<file path="config.mk">
export PLATFORM = sky130hd
export DESIGN_NAME = otter_csr_int
export DESIGN_NICKNAME = d
export VERILOG_FILES = /design/src/rtl/otter_csr_int.sv
export SDC_FILE = /design/constraint.sdc
export NUM_CORES = 1
export LEC_CHECK = 0
export CAP_MARGIN = 20
export CORE_MARGIN = 3
export CORE_UTILIZATION = 46
export CTS_BUF_LIST = sky130_fd_sc_hd__clkbuf_16
export DETAILED_ROUTE_END_ITERATION = 10
export PLACE_DENSITY_LB_ADDON = 0.2
export SYNTH_ARGS = -nofsm -noshare
export SYNTH_HDL_FRONTEND = slang
export SYNTH_SLANG_ARGS = --single-unit
</file>
<file path="constraint.sdc">
create_clock -name CSR_CLK -period 3 [get_ports CSR_CLK]
set_input_delay 0.6 -clock CSR_CLK [delete_from_list [all_inputs] [get_ports CSR_CLK]]
set_output_delay 0.6 -clock CSR_CLK [all_outputs]
set_load 0.05 [all_outputs]
</file>
<file path="src/rtl/otter_csr_int.sv">
// Machine-mode CSR file (mstatus/mtvec/mepc/mcause) and external interrupt front end
// for the OTTER control unit: synchronises, edge-detects and masks the interrupt line.
module otter_csr_int #(
    parameter int unsigned SYNC_STAGES = 2,
    parameter logic [31:0] MTVEC_RST   = 32'h0000_0000,
    parameter logic [31:0] MCAUSE_EXT  = 32'h8000_000B
) (
    input  logic        CSR_CLK,
    input  logic        CSR_RESET_N,
    input  logic        CSR_INT_IN,
    input  logic        CSR_INT_TAKEN,
    input  logic        CSR_INT_CLR,
    input  logic        CSR_WRITE,
    input  logic        CSR_MRET,
    input  logic [2:0]  CSR_FUNC3,
    input  logic [11:0] CSR_ADDR,
    input  logic [31:0] CSR_WD,
    input  logic [31:0] CSR_PC,
    output logic [31:0] CSR_RD,
    output logic [31:0] CSR_MTVEC,
    output logic [31:0] CSR_MEPC,
    output logic        CSR_MIE,
    output logic        CSR_INT,
    output logic        CSR_PREV_INT
);

    localparam logic [11:0] ADDR_MSTATUS = 12'h300;
    localparam logic [11:0] ADDR_MTVEC   = 12'h305;
    localparam logic [11:0] ADDR_MEPC    = 12'h341;
    localparam logic [11:0] ADDR_MCAUSE  = 12'h342;

    logic [SYNC_STAGES-1:0] sync_reg, sync_next;
    logic                   edge_reg;
    logic                   int_reg, int_next;
    logic                   sticky_reg, sticky_next;
    logic                   mie_reg, mie_next;
    logic                   mpie_reg, mpie_next;
    logic [31:0]            mtvec_reg, mtvec_next;
    logic [31:0]            mepc_reg, mepc_next;
    logic [31:0]            mcause_reg, mcause_next;
    logic [31:0]            rd_value;
    logic [31:0]            wr_value;
    logic                   wr_en;
    logic                   rise;

    // Synchroniser chain: stage 0 samples the raw pin, each later stage the one before.
    genvar gi;
    generate
        for (gi = 0; gi < SYNC_STAGES; gi++) begin : g_sync
            if (gi == 0) begin : g_first
                assign sync_next[gi] = CSR_INT_IN;
            end else begin : g_rest
                assign sync_next[gi] = sync_reg[gi-1];
            end
        end
    endgenerate

    assign rise = sync_reg[SYNC_STAGES-1] & ~edge_reg;

    always_comb begin
        rd_value = 32'h0;
        case (CSR_ADDR)
            ADDR_MSTATUS: rd_value = {24'h0, mpie_reg, 3'b000, mie_reg, 3'b000};
            ADDR_MTVEC:   rd_value = mtvec_reg;
            ADDR_MEPC:    rd_value = mepc_reg;
            ADDR_MCAUSE:  rd_value = mcause_reg;
            default:      rd_value = 32'h0;
        endcase
    end

    always_comb begin
        wr_value = rd_value;
        case (CSR_FUNC3[1:0])
            2'b01:   wr_value = CSR_WD;
            2'b10:   wr_value = rd_value | CSR_WD;
            2'b11:   wr_value = rd_value & ~CSR_WD;
            default: wr_value = rd_value;
        endcase
    end

    assign wr_en = CSR_WRITE & (CSR_FUNC3[1:0] != 2'b00);

    always_comb begin
        mie_next    = mie_reg;
        mpie_next   = mpie_reg;
        mtvec_next  = mtvec_reg;
        mepc_next   = mepc_reg;
        mcause_next = mcause_reg;
        int_next    = rise & mie_reg;
        // A pulse the FSM sees in its final cycle is consumed, unless that cycle is INTER.
        if (CSR_INT_CLR) begin
            sticky_next = int_reg & CSR_INT_TAKEN;
        end else begin
            sticky_next = sticky_reg | int_reg;
        end
        if (CSR_INT_TAKEN) begin
            mepc_next   = {CSR_PC[31:2], 2'b00};
            mpie_next   = mie_reg;
            mie_next    = 1'b0;
            mcause_next = MCAUSE_EXT;
        end else if (CSR_MRET) begin
            mie_next  = mpie_reg;
            mpie_next = 1'b1;
        end else if (wr_en) begin
            case (CSR_ADDR)
                ADDR_MSTATUS: begin
                    mie_next  = wr_value[3];
                    mpie_next = wr_value[7];
                end
                ADDR_MTVEC:  mtvec_next  = {wr_value[31:2], 2'b00};
                ADDR_MEPC:   mepc_next   = {wr_value[31:2], 2'b00};
                ADDR_MCAUSE: mcause_next = wr_value;
                default: ;
            endcase
        end
    end

    always_ff @(posedge CSR_CLK or negedge CSR_RESET_N) begin
        if (!CSR_RESET_N) begin
            sync_reg   <= '0;
            edge_reg   <= 1'b0;
            int_reg    <= 1'b0;
            sticky_reg <= 1'b0;
            mie_reg    <= 1'b0;
            mpie_reg   <= 1'b0;
            mtvec_reg  <= MTVEC_RST;
            mepc_reg   <= 32'h0;
            mcause_reg <= 32'h0;
        end else begin
            sync_reg   <= sync_next;
            edge_reg   <= sync_reg[SYNC_STAGES-1];
            int_reg    <= int_next;
            sticky_reg <= sticky_next;
            mie_reg    <= mie_next;
            mpie_reg   <= mpie_next;
            mtvec_reg  <= mtvec_next;
            mepc_reg   <= mepc_next;
            mcause_reg <= mcause_next;
        end
    end

    assign CSR_RD       = rd_value;
    assign CSR_MTVEC    = mtvec_reg;
    assign CSR_MEPC     = mepc_reg;
    assign CSR_MIE      = mie_reg;
    assign CSR_INT      = int_reg;
    assign CSR_PREV_INT = sticky_reg & mie_reg;

endmodule

</file>
Word-level counts from Yosys, hierarchy flattened
Cells that the tools add are included.
{"block": "totals", "inputBits": 86, "output_inout_bits": 99, "elab_cells": 58, "reg_bits": 101}
{"block": "classes", "eq_ne": 8, "n_bitwise": 12, "mux": 19, "n_reduce_logical": 10}
{"operator": "$mux 32", "count": 8}
{"operator": "$pmux 32 s4", "count": 1}
{"operator": "$pmux 32 s3", "count": 1}
{"operator": "$eq 12x10->1 const B", "count": 4}
{"operator": "$and 32x32->32", "count": 1}
{"operator": "$not 32->32", "count": 1}
{"operator": "$or 32x32->32", "count": 1}
{"operator": "$mux 1", "count": 9}
{"operator": "$reduce_bool 2->1", "count": 4}
{"operator": "$reduce_and 3->1", "count": 2}
{"operator": "$reduce_bool 3->1", "count": 2}
{"operator": "$and 1x1->1", "count": 5}
{"operator": "$eq 2x2->1 const B", "count": 2}
{"operator": "$reduce_and 4->1", "count": 1}
{"operator": "$not 1->1", "count": 3}
{"operator": "$eq 2x1->1 const B", "count": 1}
{"operator": "$ne 2x2->1 const B", "count": 1}
{"operator": "$reduce_and 2->1", "count": 1}
{"operator": "$or 1x1->1", "count": 1}

Logic depth before layout (Yosys ltp)
{"block": "logic_depth", "word_depth": 8, "depth_mapped": 9, "depth_no_buf": 5}

Worst setup path after synthesis
OpenSTA, ideal clock, no wires.
{"block": "synth_timing", "path_kind": "input to output", "startpoint": "input port CSR_ADDR[5]", "endpoint": "output port CSR_RD[23]", "cell_stages": 4, "path_buffers": 2, "setup_slack_ns": -0.797, "required_ns": 2.400, "arrival_time_ns": 3.197, "path_cell_list": "or3_1 buf_2 clkbuf_1 o311ai_0"}
{"block": "synth_between", "elab_chain_cells": 2, "word_cells_on_any_way": 5, "classes_between": "4 x eq/ne; 1 x mux"}
{"element": "from (decl)", "line_no": "16", "rtl": "input logic [11:0] CSR_ADDR,"}
{"element": "$eq 12x10->1", "line_no": "62", "rtl": "case (CSR_ADDR)"}
{"element": "$pmux 32 s4 *", "line_no": "62"}
{"element": "to (decl)", "line_no": "19", "rtl": "output logic [31:0] CSR_RD,"}
Every way passes the cells marked *; elsewhere a longest branch is shown, timed or not.

Worst setup path after layout
{"block": "layout_timing", "startpoint": "input port CSR_ADDR[2]", "endpoint": "output port CSR_RD[24]"}
Same word-level chain as after synthesis.

==> flow_summary_export.csv <==
group,metric,value,unit
sta,clock.fmax,0.339,GHz
logic_synthesis,ys_seq_area_share,45.1,%
die,start_util,47.5,%
die,die_h,115,um
cells_and_area,fin_nets,896,
cells_and_area,final_common_cell,"clkdlybuf4s50_1",
cts,clk_root_buffer_cell,"clkbuf_16",
route,wl_per_cell,21.5,um
logic_synthesis,synth_area,5500,um^2
route,drt-initial-drc-count,468,
die,row_count,39,
cells_and_area,fillers,869,
power_and_ir_drop,p_leak,3.61,nW
logic_synthesis,async_reset_ff_share,100,%
worst_setup_path,r2r-start,"CSR_MTVEC[19]",
cts,numCtsBuffers,9,
cts,ctsHoldBuffers,0,
logic_synthesis,ys_ff_latch,99,
cells_and_area,instances_no_fill,957,
worst_setup_path,critPathCaptureType,"output pin",
place,hpwl,13700,um
cells_and_area,multiInputGateArea,2810,um^2
sta,worstMarginPinSlew,1.07,ns
sta,setup_viol,0,
cts,cts_max_path_buffers,2,
sta,relSlewSlack,28.4,%
route,drtPass1Iterations,5,
sta,rsz0062_at_grt,"false",
cts,htree_levels,3,
power_and_ir_drop,ir_drop,0.343,mV
global_routing,grt_max_degree,52,
cts,tritoncts,"yes",
place,port_buffers,177,
worst_setup_path,critical_path_class,"primary input to output pin",
logic_synthesis,synthFlopType,"dfrtp_1",
cts,clock_latency,0.35,ns
global_routing,grt_use_total,30.4,%
worst_setup_path,critical_path_required,2.40,ns
sta,period_share,98.2,%
sta,timing.final.hold_violations,0,
cells_and_area,largest_reg_flops,32,
cts,clkSlewWorstSetupHoldPaths,0.07,ns
logic_synthesis,synth_cells,604,
sta,final-max-slew-violation-count,0,
worst_setup_path,cp.arrival,2.35,ns
cells_and_area,mostFrequentLayoutCells,"clkdlybuf4s50_1, dfrtp_1, nand2_1",
place,place_congestion,0.902,
global_routing,overflow,0,
cells_and_area,layout-drive-gt1-share,16.7,%
global_routing,grt_antenna_before_repair,0,
logic_synthesis,yosysWarnings,0,
run_status,status,"completed",
worst_setup_path,setup.worst_path.start_class,"primary input",
worst_setup_path,startpoint,"CSR_ADDR[2]",
logic_synthesis,synth_cell_types,54,
cts,clock-sinks,99,
global_routing,grt_pass1_wl,31400,um
global_routing,grt_pass1_vias,5868,
route,routed_wl,20600,um
logic_synthesis,avgSynthCellArea,9.10,um^2
cells_and_area,regArea,2480,um^2
cells_and_area,syn_to_final_growth,54.2,%
route,routed-via-count,5954,
place,placed_cells,925,
logic_synthesis,synth_edf_count,0,
flow_run,maxCapViolations,0,
sta,setup_tns,0,ns
power_and_ir_drop,p_per_area,382,nW/um^2
worst_hold_path,hp-class,"primary input to asynchronous set/reset pin",
die,core,11600,um^2
die,die_area,13300,um^2
worst_setup_path,cp_max_fo,6,
die,die_width,115,um
power_and_ir_drop,fin_total_pwr,3.23,mW
route,drtAntennaViolNets,0,
sta,fin_crit,2.95,ns
die,ios,185,
route,drc,0,
cells_and_area,diodes,0,
sta,finClkSkew,0.00724,ns
route,viasPerCell,6.22,
[final cells by class]
type,instances,share of cell area (%)
Sequential cell,99,29.2
Clock inverter,6,0.590
Clock buffer,9,2.66
Timing Repair Buffer,247,31.9
Tap cell,143,2.11
Inverter,7,0.310
Multi-Input combinational cell,446,33.2
[critical path, cell delays in order]
cell and delay (ns):
clkdlybuf4s50_1 0.50, or2_4 0.19, nor4_4 0.05, bufbuf_16 0.27
a222oi_1 0.41, inv_1 0.14, buf_12 0.17
[cells in the mapped netlist (all sizes together), types with 2 or more instances]
cell type / count / area [um^2]
buf: 27 / 159
dfrtp: 99 / 2480
or2: 3 / 18.8
nor3b: 2 / 15.0
nand4b: 10 / 87.6
xnor2: 24 / 210
nor2b: 2 / 12.5
nor4: 12 / 105
a221o: 10 / 100
nor3: 4 / 20.0
a22oi: 53 / 398
nand4: 5 / 31.3
a21o: 6 / 45.0
nor2: 8 / 30.0
a21oi: 19 / 98.9
and4: 5 / 43.8
a31oi: 3 / 18.8
and2: 17 / 106
nand2: 97 / 367
o21a: 2 / 15.0
a22o: 18 / 158
o22a: 2 / 17.5
inv: 7 / 26.3
o31ai: 2 / 15.0
a32o: 8 / 80.1
and3: 10 / 62.6
clkbuf: 28 / 105
nand3b: 2 / 15.0
o21ai: 101 / 505
[where the power goes]
part	internal (mW)	leakage, nW	switching (mW)	total, mW
logic	0.279	2.17	0.405	0.684
registers	1.38	1.30	0.0427	1.42
clock network	0.629	0.143	0.503	1.13
[worst paths after layout]
check,endpoint,cells after the start,slack [ns]
hold / removal,CSR_MIE,1,0.27
setup / recovery,CSR_RD[24],7,0.05
hold reg to reg,sync_reg[1],0,0.35
max in group asynchronous,CSR_MTVEC[23],2,2.02
setup reg to reg,CSR_MTVEC[19],5,1.42
min in group CSR_CLK,sync_reg[1],0,0.35
[per-layer routing]
layer	up-vias	track usage [%]	part of all wire, %
met5	-	0	0
met4	0	12.1	2.9
met3	56	5.84	8.3
met2	352	50.7	50
met1	2903	39.0	39
li1	2643	-	-
[timing repair]
| action | in CTS | in global routing |
|---|---|---|
| setup endpoints to repair | 30 | 28 |
| gates resized for setup | 24 | 10 |
| pin swaps | 10 | 8 |
| cloned | 2 | 0 |
| setup buffers | 9 | 6 |
| endpoints found under the hold margin | 0 | 0 |
[logic make-up (layout without fill, tap and decap cells)]
family	Yosys count	in the layout	share of synthesized area [%]
AO/OA/AOI/OAI	234	234	27.9
AND/OR/NAND/NOR	182	182	17.5
flip-flops	99	99	45.1
buffers and inverters	62	269	5.28
XOR/XNOR	25	25	3.98
other	1	4	0.0682
multiplexers	1	1	0.205
[stage by stage]
step / utilization [%] / hold WS (ns) / setup WS, ns / area [um^2]
global route: 73.3 / 0.326 / 0.00347 / 8480
floorplan: - / 0.304 / 0.167 / 5520
CTS: 72.7 / 0.294 / 0.00968 / 8400
detailed placement: 69.0 / 0.335 / -0.218 / 7980
finish: 73.3 / 0.272 / 0.0528 / 8480
global placement: 69.0 / 0.333 / -0.172 / 7980
Note: power is estimated with default switching activity, not from simulation.
